<file path="src/rtl/vend_pkg.sv">
// Shared types and constants for the vending transaction sequencer.
// States, LCD message codes, coin values and the credit width.
package vend_pkg;

    localparam int CREDIT_W = 8;

    typedef enum logic [1:0] {
        ST_COIN     = 2'd0,
        ST_SELECT   = 2'd1,
        ST_DISPENSE = 2'd2,
        ST_RETRY    = 2'd3
    } state_t;

    localparam logic [1:0] MSG_VALUE   = 2'd0;
    localparam logic [1:0] MSG_PRODUCT = 2'd1;
    localparam logic [1:0] MSG_CHANGE  = 2'd2;
    localparam logic [1:0] MSG_RETRY   = 2'd3;

    localparam logic [3:0] COIN_1 = 4'd1;
    localparam logic [3:0] COIN_2 = 4'd2;
    localparam logic [3:0] COIN_5 = 4'd5;

    function automatic logic [2:0] popcount4(input logic [3:0] v);
        popcount4 = {2'b00, v[0]} + {2'b00, v[1]}
                  + {2'b00, v[2]} + {2'b00, v[3]};
    endfunction

endpackage

</file>
<file path="src/rtl/btn_debounce.sv">
// Raw active-low button -> 2-FF synchroniser, stable counter,
// and a one-cycle pulse when a debounced press is accepted.
module btn_debounce #(
    parameter int unsigned CYCLES = 500000
) (
    input  logic clk,
    input  logic rst,
    input  logic raw_n,
    output logic press
);

    localparam int CW = $clog2(CYCLES + 1);

    logic          s0;
    logic          s1;
    logic          held;
    logic [CW-1:0] cnt;
    logic          lvl;

    assign lvl = ~s1;

    // Bring the asynchronous button into the clock domain.
    always_ff @(posedge clk or posedge rst) begin
        if (rst) begin
            s0 <= 1'b1;
            s1 <= 1'b1;
        end else begin
            s0 <= raw_n;
            s1 <= s0;
        end
    end

    // Accept a new level only after it has been stable CYCLES clocks.
    always_ff @(posedge clk or posedge rst) begin
        if (rst) begin
            held  <= 1'b0;
            cnt   <= '0;
            press <= 1'b0;
        end else begin
            press <= 1'b0;
            if (lvl == held) begin
                cnt <= '0;
            end else if (cnt == CW'(CYCLES - 1)) begin
                held  <= lvl;
                cnt   <= '0;
                press <= lvl;
            end else begin
                cnt <= cnt + 1'b1;
            end
        end
    end

endmodule

</file>
<file path="src/rtl/vend_txn_ctrl.sv">
// Vending transaction sequencer: debounced buttons, credit, pricing, FSM.
// Optional idle timeout back to COIN when VEND_TIMEOUT_EN is defined.
module vend_txn_ctrl
    import vend_pkg::*;
#(
    parameter int unsigned DEBOUNCE_CYCLES = 500000,
    parameter int unsigned TIMEOUT_CYCLES  = 500000000,
    parameter int unsigned PRICE_PER_ITEM  = 2,
    parameter int unsigned MAX_CREDIT      = 99
) (
    input  logic       iCLK_50MHZ,
    input  logic       iRST,
    input  logic       b1_n,
    input  logic       b2_n,
    input  logic       b5_n,
    input  logic       bOK_n,
    input  logic [3:0] chave,
    output logic [7:0] credit,
    output logic [7:0] total_due,
    output logic [7:0] change,
    output logic       change_valid,
    output logic       dispense,
    output logic [1:0] msg_sel
);

    state_t     state;
    state_t     next;
    logic       p1, p2, p5, pok;
    logic       timeout;
    logic [3:0] coin_sum;
    logic [8:0] sum9;
    logic [7:0] credit_n;
    logic [7:0] change_n;
    logic [7:0] due_n;
    logic       cv_n;
    logic       disp_n;

    btn_debounce #(.CYCLES(DEBOUNCE_CYCLES)) u_b1 (
        .clk(iCLK_50MHZ), .rst(iRST), .raw_n(b1_n), .press(p1));
    btn_debounce #(.CYCLES(DEBOUNCE_CYCLES)) u_b2 (
        .clk(iCLK_50MHZ), .rst(iRST), .raw_n(b2_n), .press(p2));
    btn_debounce #(.CYCLES(DEBOUNCE_CYCLES)) u_b5 (
        .clk(iCLK_50MHZ), .rst(iRST), .raw_n(b5_n), .press(p5));
    btn_debounce #(.CYCLES(DEBOUNCE_CYCLES)) u_ok (
        .clk(iCLK_50MHZ), .rst(iRST), .raw_n(bOK_n), .press(pok));

`ifdef VEND_TIMEOUT_EN
    logic [31:0] idle;
    logic        any_p;

    assign any_p   = p1 | p2 | p5 | pok;
    assign timeout = (idle == 32'(TIMEOUT_CYCLES));

    // Idle counter: held in COIN, cleared by any press, counts elsewhere.
    always_ff @(posedge iCLK_50MHZ or posedge iRST) begin
        if (iRST) begin
            idle <= '0;
        end else if (state == ST_COIN || any_p) begin
            idle <= '0;
        end else if (!timeout) begin
            idle <= idle + 32'd1;
        end
    end
`else
    assign timeout = 1'b0;
`endif

    // State and datapath registers.
    always_ff @(posedge iCLK_50MHZ or posedge iRST) begin
        if (iRST) begin
            state        <= ST_COIN;
            credit       <= '0;
            change       <= '0;
            total_due    <= '0;
            change_valid <= 1'b0;
            dispense     <= 1'b0;
        end else begin
            state        <= next;
            credit       <= credit_n;
            change       <= change_n;
            total_due    <= due_n;
            change_valid <= cv_n;
            dispense     <= disp_n;
        end
    end

    // Next state, saturating credit, pricing and change computation.
    always_comb begin
        next     = state;
        credit_n = credit;
        change_n = change;
        due_n    = total_due;
        cv_n     = change_valid;
        disp_n   = 1'b0;
        coin_sum = (p1 ? COIN_1 : 4'd0) + (p2 ? COIN_2 : 4'd0)
                 + (p5 ? COIN_5 : 4'd0);
        sum9     = {1'b0, credit} + {5'b0, coin_sum};
        unique case (state)
            ST_COIN: begin
                if (sum9 > 9'(MAX_CREDIT)) credit_n = 8'(MAX_CREDIT);
                else                       credit_n = sum9[7:0];
                if (pok) next = ST_SELECT;
            end
            ST_SELECT: begin
                due_n = 8'(PRICE_PER_ITEM * int'(popcount4(chave)));
                if (pok) begin
                    if (credit >= total_due) begin
                        next     = ST_DISPENSE;
                        change_n = credit - total_due;
                        credit_n = '0;
                        cv_n     = 1'b1;
                        disp_n   = (total_due != 8'd0);
                    end else begin
                        next = ST_RETRY;
                    end
                end else if (timeout) begin
                    next = ST_COIN;
                end
            end
            ST_DISPENSE: begin
                if (pok || timeout) begin
                    next     = ST_COIN;
                    change_n = '0;
                    cv_n     = 1'b0;
                end
            end
            ST_RETRY: begin
                if (pok || timeout) next = ST_COIN;
            end
        endcase
    end

    // LCD message follows the state.
    always_comb begin
        msg_sel = MSG_VALUE;
        unique case (state)
            ST_COIN:     msg_sel = MSG_VALUE;
            ST_SELECT:   msg_sel = MSG_PRODUCT;
            ST_DISPENSE: msg_sel = MSG_CHANGE;
            ST_RETRY:    msg_sel = MSG_RETRY;
        endcase
    end

endmodule

</file>
<file path="config.mk">
export PLATFORM = sky130hd
export DESIGN_NAME = vend_txn_ctrl
export DESIGN_NICKNAME = d
export VERILOG_FILES = /design/src/rtl/vend_pkg.sv /design/src/rtl/btn_debounce.sv /design/src/rtl/vend_txn_ctrl.sv
export SDC_FILE = /design/constraint.sdc
export NUM_CORES = 1
export LEC_CHECK = 0
export CAP_MARGIN = 10
export CORE_MARGIN = 5
export CORE_UTILIZATION = 54
export CTS_CLUSTER_DIAMETER = 200
export CTS_CLUSTER_SIZE = 12
export DETAILED_ROUTE_END_ITERATION = 10
export PLACE_DENSITY = 0.78
export SLEW_MARGIN = 15
export SYNTH_ARGS = -nofsm -noshare
export SYNTH_HDL_FRONTEND = slang
export SYNTH_SLANG_ARGS = --single-unit
</file>
<file path="constraint.sdc">
create_clock -name iCLK_50MHZ -period 3.4 [get_ports iCLK_50MHZ]
set_clock_uncertainty 0.15 [all_clocks]
set_input_delay 0.34 -clock iCLK_50MHZ [delete_from_list [all_inputs] [get_ports iCLK_50MHZ]]
set_output_delay 0.34 -clock iCLK_50MHZ [all_outputs]
set_load 0.005 [all_outputs]
</file>
==> results of run 1 <==
-- Yosys cell counts, drive strengths merged (2+ instances only) --
master   count
nor2       112
dfrtp      107
xnor2       39
nand2       38
nand3       38
xor2        38
inv         35
buf         21
nor3        18
nor4        14
ha          11
nand4       11
a21oi       10
and3        10
a22o         8
dfstp        8
clkbuf       7
o21ai        7
or2          6
nor2b        5
nor3b        5
a311oi       4
a31oi        4
fa           4
mux2i        4
nand4b       4
or3          4
a21o         3
a211oi       2
mux2         2
nand2b       2
o221ai       2
o22ai        2
o2bb2ai      2
or4          2
-- stage by stage --
stage / hold WS, ns / instances / util / worst slack [ns]
detailed placement: 0.197 / 751 / 0.583 / 0.630
global placement: 0.196 / 751 / 0.583 / 0.753
global route: 0.0601 / 783 / 0.642 / 0.377
finish: 0.0790 / 783 / 0.642 / 0.572
floorplan: 0.194 / 606 / - / 0.898
CTS: 0.0617 / 783 / 0.642 / 0.582
-- layer usage --
metal | vias up | part of all wire | track usage
met2 | 133 | 0.49 | 0.323
met5 | - | 0 | 0
met1 | 2106 | 0.42 | 0.235
met3 | 31 | 0.057 | 0.0516
met4 | 0 | 0.025 | 0.0876
li1 | 2081 | - | -
-- cell usage in the layout, fill, tap and decap left out, types with 3 or more instances in the layout --
| cell type | instances |
|---|---|
| fa_1 | 4 |
| a31oi_1 | 4 |
| clkinvlp_4 | 3 |
| nand2_1 | 38 |
| nand3_1 | 38 |
| nor3b_1 | 5 |
| xnor2_1 | 39 |
| dfrtp_1 | 107 |
| nor2b_1 | 5 |
| dfstp_2 | 8 |
| conb_1 | 5 |
| or2_2 | 6 |
| clkdlybuf4s50_1 | 32 |
| inv_1 | 34 |
| a21o_1 | 3 |
| bufinv_16 | 4 |
| ha_1 | 11 |
| nand4_1 | 10 |
| o21ai_0 | 5 |
| nor4_2 | 5 |
| a22o_1 | 8 |
| clkbuf_16 | 16 |
| nand4b_1 | 4 |
| or3_1 | 3 |
| clkinv_2 | 3 |
| nor2_2 | 3 |
| and3_1 | 10 |
| a21oi_1 | 10 |
| xor2_1 | 38 |
| nor2_1 | 109 |
| nor3_1 | 15 |
| clkbuf_8 | 5 |
| mux2i_1 | 4 |
| nor4_1 | 7 |
| a311oi_1 | 4 |
-- area by class of cell --
class,instances,area [um^2]
Timing Repair Buffer,33,340
Tap cell,140,175
Inverter,35,135
Fill cell,827,3870
Sequential cell,115,2890
Multi-Input combinational cell,428,2760
Clock inverter,9,150
Clock buffer,23,477
-- final timing paths --
| path | startpoint | endpoint |
|---|---|---|
| setup / recovery | credit[0]$_DFFE_PP0P_ | credit[3]$_DFFE_PP0P_ |
| min in group asynchronous | iRST | u_b5.cnt[13]$_DFF_PP0_ |
| hold / removal | b5_n | u_b5.s0$_DFF_PP1_ |
| setup reg to reg | credit[0]$_DFFE_PP0P_ | credit[3]$_DFFE_PP0P_ |
| max in group asynchronous | iRST | u_b2.cnt[0]$_DFF_PP0_ |
| hold reg to reg | u_ok.s0$_DFF_PP1_ | u_ok.s1$_DFF_PP1_ |
-- logic make-up (layout without fill, tap and decap cells) --
kind of cell,Yosys count,count (layout)
AND/OR/NAND/NOR,272,272
AO/OA/AOI/OAI,53,53
multiplexers,6,6
flip-flops,115,115
buffers and inverters,63,100
XOR/XNOR,77,77
adder cells (fa/ha/maj),15,15
other,1,5
-- report_power, final --
part	internal [uW]	switching [uW]
sequential	1390	15.6
combinational	28.7	57.7
clock	1260	601
-- registers in the layout (all words and copies together) (netlist names), 2 cells and up --
register	cells
state	2
total_due	3
u_b5.cnt	19
u_b1.cnt	19
change	8
u_b2.cnt	19
credit	8
u_ok.cnt	19
==> out/summary.txt, run 1 <==
Hold Crit Class: primary input to flop
Crit path required time: 3.63 ns
CTS max path bufs: 2
Synth Area in Compound Gates: 0.0653
Synth cell types: 60
Post-CTS resize count: 0
Synth Cell Area: 0.00594 mm^2
CP Capture Type: flop
Cells on worst reg2reg path: 8
Setup tns final: 0 ns
Core ar.: 0.0108 mm^2
Achievable frequency: 354 MHz
Critical path class: flop to flop
Synth area leaders: dfrtp_1 45%, nor2_1 6.9%, xnor2_1 5.8%, xor2_1 5.6%, dfstp_2 3.5%
Largest net degree at the start of global routing: 116
Area Overhead vs Synth: 16.7%
Residual DRC: 0
Inserted Diodes: 0
Vias in the first global route: 4470
CTS clk-pin slew, worst paths: 0.06 ns
Slew Limit Fails: 0
Die ar.: 0.0132 mm^2
Pwr per Cell Area: 485 mW/mm^2
Initial Utilization: 0.550
CP top delay family: simple AND/OR/NAND/NOR gates
Die Y: 115 um
Setup bufs post-CTS: 0
Period utilization: 0.832
Post-synthesis sequential area ratio: 0.487
Share of layout cells above drive strength 1: 0.104
Final setup fails: 0
Initial antenna violation count: 0
Cell accounting for the most synthesized area: dfrtp_1
Reg2Reg Setup Slack: 0.57 ns
Critical path depth in cells: 8
Top FF cell, synth: dfrtp_1
Share of the synthesized area in the top cell type: 0.451
Post-Synth Simple-Gate Area: 0.235
Crit path top cell by count: fa_1
Number of cell rows: 38
Min Clock Period, post-route: 2.83 ns
Final Wtd Congestion: 0.947
Mux cell area share after synthesis: 0.0105
Worst-path cell chain: fa_1, inv_1, fa_1, nand2b_1, nor4_1, nor2_1, a222oi_1, a311oi_1
TritonCTS clock tree: built
Worst-margin pin slew: 0.591 ns
Buf/Inv on CP: 1
Main combinational cell family by area after synthesis: simple AND/OR/NAND/NOR gates
Final nets: 655
CTS Buf Count: 17
Congestion Overflow GR: 0
H-tree lvl count: 4
Worst Hold Path Cells: 1
Total track usage: 0.194
IO Count: 38
Post-DRT Antenna Nets: 0
Tot Pwr: 3360 uW
Gate count after technology mapping: 602
RSZ-0062 raised after global routing: no
Async SR Flop Fraction: 1.00
Total clock sinks: 115
Critical path's largest stage delay: 0.45 ns
Startpoint Class: flop
Crit path DAT: 3.05 ns
Final HPWL DP: 7530 um
Final wirelength: 11700 um
First-pass GRT wire length: 20600 um
TritonRoute pass-1 iters: 5
# hold bufs at CTS: 0
Total of max-cap violations: 0
Largest fanout on the critical path: 5
Leak pwr: 0.00295 uW
WL per Instance: 14.9 um
Placed Area: 0.00630 mm^2
CP max-delay cell: nor4_1
Root Buffer: clkbuf_8
Via density: 5.56
Initial DRC count: 346
IO buf count: 32
Post-synthesis xor/xnor area fraction: 0.114
Slew headroom: 0.606
EDFF count, synth: 0
Final Hold Vio Count: 0
DR vias: 4351
Post-route cell area: 0.00692 mm^2
Worst skew pair latency: 0.52 ns
Synth Area in Adders: 0.0367
Yosys warnings: 0
Die X: 115 um
Avg Cell Area, Syn: 9.86 um^2
Peak VDD IR: 0.358 mV
Status: completed
Flops & latches, synth: 115
No activity file was read; power rests on OpenSTA's default activity.
==> run 2: changes to the inputs <==
--- a/config.mk
+++ b/config.mk
@@ -7,11 +7,11 @@
 export LEC_CHECK = 0
 export CAP_MARGIN = 10
 export CORE_MARGIN = 5
-export CORE_UTILIZATION = 54
+export CORE_UTILIZATION = 59
 export CTS_CLUSTER_DIAMETER = 200
 export CTS_CLUSTER_SIZE = 12
 export DETAILED_ROUTE_END_ITERATION = 10
-export PLACE_DENSITY = 0.78
+export PLACE_DENSITY = 0.8
 export SLEW_MARGIN = 15
 export SYNTH_ARGS = -nofsm -noshare
 export SYNTH_HDL_FRONTEND = slang
==> constraint.sdc (replaced) <==
create_clock -name iCLK_50MHZ -period 2.7 [get_ports iCLK_50MHZ]
set_clock_uncertainty 0.15 [all_clocks]
set_input_delay 0.27 -clock iCLK_50MHZ [delete_from_list [all_inputs] [get_ports iCLK_50MHZ]]
set_output_delay 0.27 -clock iCLK_50MHZ [all_outputs]
set_load 0.005 [all_outputs]
==> run 2 against run 1 <==
Sequential share of layout area rose by 0.12 points. Sequential cell count is the same. Die area down 7.8%. Critical path depth stayed put. Cell area fell by 0.29%. Routed wire length fell by 2.6%. Register-to-register slack worse by 0.42 ns. Utilization up 6.5 points. Hold slack lost 0.019 ns. Setup slack got worse by 0.42 ns. Clock power up 5%. First-iteration DRC count shrank 22%.
==> out/summary.txt, run 2 (same netlist as run 1, synthesis figures left out) <==
Achievable frequency: 393 MHz (was 354 MHz)
Largest fanout on the critical path: 4 (was 5)
Critical path's largest stage delay: 0.43 ns (was 0.45 ns)
Final Hold Vio Count: 0 (unchanged)
Period utilization: 0.943 (was 0.832)
CTS max path bufs: 2 (unchanged)
Startpoint Class: flop (unchanged)
Final core utilization: 0.706 (was 0.642)
TritonCTS clock tree: built (unchanged)
Placed Area: 0.00633 mm^2 (was 0.00630 mm^2)
Total clock sinks: 115 (unchanged)
Critical path class: flop to flop (unchanged)
Peak VDD IR: 0.466 mV (was 0.358 mV)
Worst-margin pin slew: 0.681 ns (was 0.591 ns)
Share of layout cells above drive strength 1: 0.111 (was 0.104)
Congestion Overflow GR: 0 (unchanged)
Slew Limit Fails: 0 (unchanged)
Largest net degree at the start of global routing: 43 (was 116)
Cells on worst reg2reg path: 8 (unchanged)
Min Clock Period, post-route: 2.55 ns (was 2.83 ns)
Initial DRC count: 270 (was 346)
Initial Utilization: 0.607 (was 0.550)
CP Capture Type: flop (unchanged)
Number of cell rows: 36 (was 38)
Post-DRT Antenna Nets: 0 (unchanged)
Crit path required time: 2.92 ns (was 3.63 ns)
Reg2Reg Setup Slack: 0.15 ns (was 0.57 ns)
First-pass GRT wire length: 19600 um (was 20600 um)
Area Overhead vs Synth: 16.3% (was 16.7%)
Crit path DAT: 2.76 ns (was 3.05 ns)
Total track usage: 0.206 (was 0.194)
Via density: 5.59 (was 5.56)
Post-route cell area: 0.00690 mm^2 (was 0.00692 mm^2)
CTS clk-pin slew, worst paths: 0.05 ns (was 0.06 ns)
Worst r2r src: credit[0]$_DFFE_PP0P_ (unchanged)
Final setup fails: 0 (unchanged)
Hold Crit Class: primary input to async pin (was primary input to flop)
Final nets: 664 (was 655)
RSZ-0062 raised after global routing: no (unchanged)
Final Wtd Congestion: 0.910 (was 0.947)
Final wirelength: 11400 um (was 11700 um)
Pwr per Cell Area: 558 mW/mm^2 (was 485 mW/mm^2)
Most common cell after layout, fill and taps aside: nor2_1 (unchanged)
Setup tns final: 0 ns (unchanged)
Reg-to-Reg End: credit[4]$_DFFE_PP0P_ (was credit[3]$_DFFE_PP0P_)
Total of max-cap violations: 0 (unchanged)
CTS Buf Count: 17 (unchanged)
IO Count: 38 (unchanged)
Final HPWL DP: 7880 um (was 7530 um)
Root Buffer: clkbuf_8 (unchanged)
Setup bufs post-CTS: 0 (unchanged)
Die ar.: 0.0122 mm^2 (was 0.0132 mm^2)
WL per Instance: 14.5 um (was 14.9 um)
Leak pwr: 0.00296 uW (was 0.00295 uW)
IO buf count: 32 (unchanged)
Most frequent cells in the layout: 109 x nor2_1, 107 x dfrtp_1, 39 x xnor2_1 (unchanged)
TritonRoute pass-1 iters: 5 (unchanged)
Worst skew pair latency: 0.52 ns (about the same)
Initial antenna violation count: 0 (unchanged)
Inserted Diodes: 0 (unchanged)
Core ar.: 0.00977 mm^2 (was 0.0108 mm^2)
Die Y: 110 um (was 115 um)
Worst-path cell chain: fa_2, inv_1, fa_1, nand2b_1, nor4_2, nor2_1, a222oi_1, a311oi_1 (was fa_1, inv_1, fa_1, nand2b_1, nor4_1, nor2_1, a222oi_1, a311oi_1)
H-tree lvl count: 4 (unchanged)
DR vias: 4377 (was 4351)
Residual DRC: 0 (unchanged)
Slew headroom: 0.545 (was 0.606)
CP max-delay cell: fa_1 (was nor4_1)
Vias in the first global route: 4460 (was 4470)
Status: completed (unchanged)
Die X: 110 um (was 115 um)
run 2: stage by stage:
stage	hold slack, ns	instances	setup slack (ns)	power, uW
final	0.0596	783	0.153	3850
after global routing	0.130	783	0.0184	3990
after CTS	0.0582	783	0.0339	3900
after detailed placement	0.197	749	0.0799	1920
after global placement	0.195	749	0.228	1910
after floorplan	0.124	606	0.198	1880
run 2: how the worst max path moves through the flow:
| stage | depth (start not counted) | slack [ns] | start | endpoint |
|---|---|---|---|---|
| after CTS | 8 | 0.03 | credit[0]$_DFFE_PP0P_ | credit[4]$_DFFE_PP0P_ |
| after floorplan | 8 | 0.20 | credit[0]$_DFFE_PP0P_ | credit[3]$_DFFE_PP0P_ |
| after global placement | 8 | 0.23 | credit[0]$_DFFE_PP0P_ | credit[4]$_DFFE_PP0P_ |
| after global routing | 8 | 0.02 | credit[0]$_DFFE_PP0P_ | credit[3]$_DFFE_PP0P_ |
| final | 8 | 0.15 | credit[0]$_DFFE_PP0P_ | credit[4]$_DFFE_PP0P_ |
| after detailed placement | 8 | 0.08 | credit[0]$_DFFE_PP0P_ | credit[4]$_DFFE_PP0P_ |
run 2: worst max-delay path: cells and delay by family (launching register included):
kind	cells	cell delay (ns)
DFF	1	0.38
adders and majority gates	2	0.68
AOI/OAI and AO/OA	2	0.44
buffers and inverters	1	0.07
and+or+nand+nor	3	0.67
run 2: report_power, final:
| part | switching [uW] | internal [uW] |
|---|---|---|
| registers | 19.7 | 1750 |
| clock network | 710 | 1250 |
| logic | 74.8 | 41.8 |
run 2: layout make-up:
class | instances | area (um^2)
Clock buffer | 25 | 504
Clock inverter | 5 | 25.0
Fill cell | 721 | 2870
Inverter | 35 | 135
Multi-Input combinational cell | 428 | 2770
Sequential cell | 115 | 2890
Tap cell | 133 | 166
Timing Repair Buffer | 42 | 418
run 2: per-layer routing:
layer / wire, um / GRT usage / part of all wire
met5: 0 / 0 / 0
met4: 298 / 0.106 / 0.026
met3: 613 / 0.0495 / 0.054
met2: 5610 / 0.345 / 0.49
met1: 4850 / 0.246 / 0.43
run 2: what timing repair did:
item	4_1_cts	5_1_grt
endpoints found under the hold margin	4	0
setup endpoints to repair	0	2
hold buffers	4	0
resized for setup	0	2
